==> src/rtl/hazard_field_pkg.sv <==
// Shared game constants and helpers for the hazard field: coordinate width,
// default sprite/hitbox sizes, animation tick divider and packed-field access.
package hazard_field_pkg;

    localparam int COORD_W        = 10;
    localparam int HAZ_SIZE_DEF   = 12;
    localparam int CHAR_SIZE_DEF  = 12;
    localparam int TICK_DIV_DEF   = 833333;
    localparam int MAX_FIELDS     = 32;

    typedef enum logic {
        DIR_DOWN = 1'b0,
        DIR_UP   = 1'b1
    } dir_e;

    // Callers zero-pad their packed per-hazard vector up to MAX_FIELDS entries.
    function automatic logic [COORD_W-1:0] field10(
        input logic [MAX_FIELDS*COORD_W-1:0] vec,
        input int unsigned                   idx
    );
        logic [MAX_FIELDS*COORD_W-1:0] shifted;
        shifted = vec >> (idx * COORD_W);
        return shifted[COORD_W-1:0];
    endfunction

endpackage

==> src/rtl/hazard_field_patrol.sv <==
// One hazard's vertical patrol: bouncing offset in 0..AMPL, direction and
// alive flag. restart overrides both the animation tick and a kill.
module hazard_patrol
    import hazard_field_pkg::*;
#(
    parameter int AMPL = 24,
    parameter int STEP = 1
) (
    input  logic               clk,
    input  logic               rst_n,
    input  logic               tick_i,
    input  logic               restart_i,
    input  logic               kill_i,
    output logic [COORD_W-1:0] offset_o,
    output logic               en_o
);

    logic [COORD_W-1:0] off_q, off_d;
    dir_e               dir_q, dir_d;
    logic               en_q,  en_d;
    logic [COORD_W:0]   off_up;

    assign off_up = {1'b0, off_q} + (COORD_W+1)'(STEP);

    always_comb begin
        off_d = off_q;
        dir_d = dir_q;
        en_d  = en_q;
        if (restart_i) begin
            off_d = '0;
            dir_d = DIR_DOWN;
            en_d  = 1'b1;
        end else begin
            // A disabled hazard freezes where it was hit.
            if (tick_i && en_q) begin
                if (dir_q == DIR_DOWN) begin
                    if (off_up >= (COORD_W+1)'(AMPL)) begin
                        off_d = COORD_W'(AMPL);
                        dir_d = DIR_UP;
                    end else begin
                        off_d = off_up[COORD_W-1:0];
                    end
                end else begin
                    if (off_q <= COORD_W'(STEP)) begin
                        off_d = '0;
                        dir_d = DIR_DOWN;
                    end else begin
                        off_d = off_q - COORD_W'(STEP);
                    end
                end
            end
            if (kill_i) begin
                en_d = 1'b0;
            end
        end
    end

    always_ff @(posedge clk or negedge rst_n) begin
        if (!rst_n) begin
            off_q <= '0;
            dir_q <= DIR_DOWN;
            en_q  <= 1'b1;
        end else begin
            off_q <= off_d;
            dir_q <= dir_d;
            en_q  <= en_d;
        end
    end

    assign offset_o = off_q;
    assign en_o     = en_q;

endmodule

==> src/rtl/hazard_field.sv <==
// Array of animated poison-star hazards: tick divider, per-hazard patrol,
// world-space collision, lowest-index hit registration and death outputs.
module hazard_field
    import hazard_field_pkg::*;
#(
    parameter int N_HAZ     = 4,
    parameter int HAZ_SIZE  = HAZ_SIZE_DEF,
    parameter int CHAR_SIZE = CHAR_SIZE_DEF,
    parameter int TICK_DIV  = TICK_DIV_DEF,
    parameter int AMPL      = 24,
    parameter int STEP      = 1,
    parameter logic [N_HAZ*COORD_W-1:0] BASE_X = {N_HAZ{10'd180}},
    parameter logic [N_HAZ*COORD_W-1:0] BASE_Y = {N_HAZ{10'd36}},
    localparam int IDX_W = (N_HAZ > 1) ? $clog2(N_HAZ) : 1,
    localparam int CNT_W = $clog2(TICK_DIV)
) (
    input  logic                       sys_clk,
    input  logic                       RST_N,
    input  logic [COORD_W-1:0]         char_X,
    input  logic [COORD_W-1:0]         char_Y,
    input  logic [COORD_W-1:0]         bg_pos,
    input  logic                       restart,
    output logic [N_HAZ*COORD_W-1:0]   haz_x,
    output logic [N_HAZ*COORD_W-1:0]   haz_y,
    output logic [N_HAZ-1:0]           haz_en,
    output logic                       death,
    output logic                       death_latched,
    output logic [IDX_W-1:0]           hit_idx
);

    logic [CNT_W-1:0] cnt_q, cnt_d;
    logic             tick;

    assign tick  = (cnt_q == CNT_W'(TICK_DIV - 1));
    assign cnt_d = tick ? '0 : cnt_q + CNT_W'(1);

    // The divider keeps running through restart; only RST_N clears it.
    always_ff @(posedge sys_clk or negedge RST_N) begin
        if (!RST_N) cnt_q <= '0;
        else        cnt_q <= cnt_d;
    end

    logic [MAX_FIELDS*COORD_W-1:0] base_x_ext, base_y_ext;
    always_comb begin
        base_x_ext = '0;
        base_y_ext = '0;
        base_x_ext[N_HAZ*COORD_W-1:0] = BASE_X;
        base_y_ext[N_HAZ*COORD_W-1:0] = BASE_Y;
    end

    logic [N_HAZ-1:0] hit, kill;

    for (genvar i = 0; i < N_HAZ; i++) begin : g_haz
        logic [COORD_W-1:0] offset, wx, wy;
        logic [COORD_W:0]   hx, hy, cx, cy;

        hazard_patrol #(
            .AMPL (AMPL),
            .STEP (STEP)
        ) u_patrol (
            .clk       (sys_clk),
            .rst_n     (RST_N),
            .tick_i    (tick),
            .restart_i (restart),
            .kill_i    (kill[i]),
            .offset_o  (offset),
            .en_o      (haz_en[i])
        );

        assign wx = field10(base_x_ext, i);
        assign wy = field10(base_y_ext, i) + offset;
        assign haz_x[i*COORD_W +: COORD_W] = wx - bg_pos;
        assign haz_y[i*COORD_W +: COORD_W] = wy;

        // 11-bit compares so box edges near 1023 never wrap; touching counts.
        assign hx = {1'b0, wx};
        assign hy = {1'b0, wy};
        assign cx = {1'b0, char_X};
        assign cy = {1'b0, char_Y};
        assign hit[i] = haz_en[i]
                      & (cx <= hx + (COORD_W+1)'(HAZ_SIZE))
                      & (hx <= cx + (COORD_W+1)'(CHAR_SIZE))
                      & (cy <= hy + (COORD_W+1)'(HAZ_SIZE))
                      & (hy <= cy + (COORD_W+1)'(CHAR_SIZE));
    end

    // Isolate the lowest set bit: only that hazard is retired this cycle.
    assign kill = hit & (~hit + N_HAZ'(1));

    logic [IDX_W-1:0] sel;
    logic             any_hit;
    always_comb begin
        sel     = '0;
        any_hit = 1'b0;
        for (int i = N_HAZ - 1; i >= 0; i--) begin
            if (hit[i]) begin
                sel     = IDX_W'(i);
                any_hit = 1'b1;
            end
        end
    end

    logic             death_q,   death_d;
    logic             latched_q, latched_d;
    logic [IDX_W-1:0] idx_q,     idx_d;

    always_comb begin
        death_d   = any_hit;
        latched_d = latched_q | any_hit;
        idx_d     = any_hit ? sel : idx_q;
        if (restart) begin
            death_d   = 1'b0;
            latched_d = 1'b0;
            idx_d     = '0;
        end
    end

    always_ff @(posedge sys_clk or negedge RST_N) begin
        if (!RST_N) begin
            death_q   <= 1'b0;
            latched_q <= 1'b0;
            idx_q     <= '0;
        end else begin
            death_q   <= death_d;
            latched_q <= latched_d;
            idx_q     <= idx_d;
        end
    end

    assign death         = death_q;
    assign death_latched = latched_q;
    assign hit_idx       = idx_q;

endmodule

==> config.mk <==
export PLATFORM = sky130hd
export DESIGN_NAME = hazard_field
export DESIGN_NICKNAME = d
export VERILOG_FILES = /design/src/rtl/hazard_field_pkg.sv /design/src/rtl/hazard_field_patrol.sv /design/src/rtl/hazard_field.sv
export SDC_FILE = /design/constraint.sdc
export NUM_CORES = 1
export LEC_CHECK = 0
export CAP_MARGIN = 20
export CORE_ASPECT_RATIO = 1.75
export CORE_MARGIN = 8
export CORE_UTILIZATION = 55
export CTS_CLUSTER_DIAMETER = 30
export CTS_CLUSTER_SIZE = 40
export DETAILED_ROUTE_END_ITERATION = 8
export HOLD_SLACK_MARGIN = 0.02
export PLACE_DENSITY = 0.84
export SLEW_MARGIN = 5
export SYNTH_ARGS = -nofsm -noshare
export SYNTH_HDL_FRONTEND = slang
export SYNTH_HIERARCHICAL = 1
export SYNTH_SLANG_ARGS = --single-unit
export TNS_END_PERCENT = 100
==> constraint.sdc <==
create_clock -name sys_clk -period 4.2 [get_ports sys_clk]
set_clock_uncertainty 0.1 [all_clocks]
set_input_delay 0.63 -clock sys_clk [delete_from_list [all_inputs] [get_ports sys_clk]]
set_output_delay 0.63 -clock sys_clk [all_outputs]
set_load 0.01 [all_outputs]
==> results of run 1 <==
[timing repair]
item / in CTS / in global routing
endpoints found under the setup margin: 0 / 2
gates resized for setup: 0 / 1
hold endpoints to repair: 0 / 0
[flip-flops by register name (all words and copies together), names as in the netlist]
name                     count
hit_idx                      2
g_haz.u_patrol/offset_o     40
g_haz.u_patrol/dir_q         4
g_haz.u_patrol/en_o          4
death_latched                1
cnt_q                       20
death                        1
[cell usage after synthesis (all sizes together), types with 3 or more instances]
| cell | number |
|---|---|
| ha | 103 |
| dfrtp | 68 |
| a22oi | 4 |
| o31ai | 8 |
| nand4 | 14 |
| or4 | 12 |
| a31oi | 25 |
| a22o | 12 |
| o311ai | 9 |
| o211ai | 8 |
| and2 | 5 |
| dfstp | 4 |
| nor4b | 3 |
| nor2b | 8 |
| nand2b | 13 |
| xnor2 | 54 |
| o21ai | 64 |
| a211oi | 6 |
| a21bo | 4 |
| and3 | 13 |
| or3 | 10 |
| o221ai | 4 |
| inv | 79 |
| nand3b | 6 |
| nor3b | 7 |
| nand3 | 34 |
| o21a | 7 |
| a21boi | 3 |
| nor3 | 30 |
| buf | 45 |
| xor2 | 36 |
| nor4 | 26 |
| a21o | 19 |
| nand2 | 57 |
| mux2i | 5 |
| a21oi | 47 |
| or2 | 9 |
| nor2 | 76 |
| o21bai | 4 |
| clkbuf | 18 |
| o41ai | 8 |
| a221o | 4 |
[area by class of cell]
| cell class | instances | area, µm² |
|---|---|---|
| multi-input cells | 779 | 5778 |
| fillers | 1222 | 4905 |
| flip-flops and latches | 72 | 1807 |
| repair buffers | 153 | 1446 |
| inverters | 79 | 296.5 |
| well taps | 183 | 229.0 |
| clock buffers | 9 | 225.2 |
| clock inverters | 7 | 77.57 |
[kinds of logic after synthesis]
logic type,share of synthesized area (%)
xor+xnor,9.741
flops,21.91
mux,0.6069
simple gates,21.85
fa+ha+maj,15.63
buf+inv,8.087
compound gates,22.18
[where the power goes]
part | switching (mW) | internal [mW]
registers | 0.00348 | 0.697
clock network | 0.324 | 0.465
logic | 0.192 | 0.177
[how the worst min path moves through the flow]
stage | endpoint | slack [ps] | depth (start not counted)
after detailed placement | cnt_q[0] | 380 | 1
after global routing | cnt_q[14] | 400 | 1
after floorplan | cnt_q[0] | 230 | 0
after CTS | cnt_q[5] | 380 | 1
final | cnt_q[5] | 320 | 1
after global placement | cnt_q[0] | 370 | 1
[per-layer routing]
layer  global-route usage (%)  wire [µm]
met5                        0          0
met4                    15.83       1416
met1                    25.78       8804
met3                    4.342       1673
met2                    44.66      11990
[worst max-delay path, delay by kind of cell, from the launching register on]
family                   cells  cell delay (ps)
buffers and inverters        1               60
flip-flops                   1              350
adder cells (fa/ha/maj)      2              580
AO/OA/AOI/OAI                6             1190
XOR/XNOR                     2              650
AND/OR/NAND/NOR              5              810
==> results.md, run 1 <==
* Outcome: complete, no violations
* Routed wire per std cell at 18.63 µm
* Setup total negative slack at 0 ps
* Max_slew headroom at 36.14%
* Main synth FF type: dfrtp_1
* Reg-to-Reg End: g_haz[3].u_patrol/en_o
* Clock sinks at 72
* Final Max Tran Viols at 0
* Routed Antenna Nets at 0
* Initial core utilization at 55.86%
* Largest net degree at the start of global routing at 73
* Fin area at 9859 µm²
* Setup WS post-layout at 398.5 ps
* Placed insts at 1266
* Min Tclk post-route at 3802 ps
* CP Launch Type: flop
* Slowest stage delay, CP at 500 ps
* Initial antenna violation count at 0
* Data required, critical path at 4380 ps
* Maxcap violations at 0
* Die X at 108.6 µm
* Via count at 8067
* Routed Wire Length at 23880 µm
* PwrDens at 188.6 nW/µm²
* Synth Register Bits at 72
* Initial DRC Count at around 430
* Vias in the first global route at 8197
* Area share of the largest cell type after synthesis at 20.63%
* Maximum level of the CTS H-tree at 3
* Buffers on Ports at 120
* FFs w/ async S/R, synth at 100.0%
* Number of CTS-inserted buffers at 9
* Commonest non-fill, non-tap cell in the layout: clkdlybuf4s50_1
* Design Power at 1.859 mW
* Hold Crit Class: in -> async
* CP Capture Point: g_haz[3].u_patrol/en_o
* Clock Path Buffers at 2
* Max Clock Freq at around 260 MHz
* Die Y at 178.0 µm
* Residual DRC at 0
* CP max FO at 5
* P&R area growth vs syn at 19.56%
* Die area at between 15000 and 20000 µm²
* Clk_lat worst skew at 350 ps
* Core Rows at between 50 and 60
* IO Pins at 121
* Syn Area/Cell at 8.305 µm²
* Core area at 14760 µm²
* Period utilization at 90.51%
* Pre-Repair DR Iteration Count at 5
* Slowest CP cell: xnor2_1
* CP Launch Point: g_haz[0].u_patrol/offset_o[2]
* EDFF count, synth at 0
* Cells after synthesis at 993
* Depth of the most critical reg-to-reg path at 16
* Final hold violation count at 0
* Synth area leaders: dfrtp_1 21%, ha_1 16%, xnor2_1 5.6%
* Crit Reg-Reg Startpoint: g_haz[0].u_patrol/offset_o[2]
* Final setup fails at 0
* Commonest non-fill, non-tap cells in the layout: 119 x clkdlybuf4s50_1, 103 x ha_1, 79 x inv_1
* Hold buffers post-CTS at 0
* Kind of critical path: reg -> reg
* Leakage at 4.332 nW
* Synthesized area at 8247 µm²
* R2r setup slk at 400 ps
* Critical path, cell by cell: ha_1 > a21oi_1 > xnor2_1 > o21ai_0 > nor2_1 > nand3_1 > xnor2_1 > ha_1 > nand3_1 > and2_1 > a211o_1 > o211ai_1 > o21ai_0 > nor3_1 > inv_1 > a21o_1
* Synth Warn # at 6
* Clock Tree Root: clkbuf_16
* Final net count at approximately 1200
* CTS clk-pin slew, worst paths at 60 ps
* Congestion Overflow GR at 0
* Worst Setup End Kind: flop
* Core Util, Final at 66.78%
* First-pass GRT wire length at 38800 µm
* CTS tree: built
* Post-CTS Setup Inserts at 0
* CP arrival at 3980 ps
* Max VDD drop at 0.2011 mV
* Slew @ Worst Pin at 957.8 ps
* Ant diodes at 0
* Cell taking the most area after synthesis: dfrtp_1
* Dpl cell area at 9557 µm²
* Dpl hpwl at between 15000 and 20000 µm
* GPL Wtd Cong at 0.9646
* Unique masters post-synth at 75
* Syn_nets at ~1100
* Post-Place Worst Slack at roughly 240 ps
* Cell Count, Final, Fillers Out at around 1300
* Worst Hold Slack at roughly 320 ps
* Fraction of layout instances using a drive strength above 1 at 10.10%
* Vias per cell at 6.293
* GRT Util Overall at approximately 25%
* RSZ-0062 raised after global routing: false
* Post-synthesis sequential area ratio at a little over a fifth
No activity file was read; power rests on OpenSTA's default activity.
==> run 2: changes to the inputs <==
Settings changed: GPL_TIMING_DRIVEN from default to 1.
==> results of run 2 <==
Final layout, timing and power as in run 1 (identical DEF).
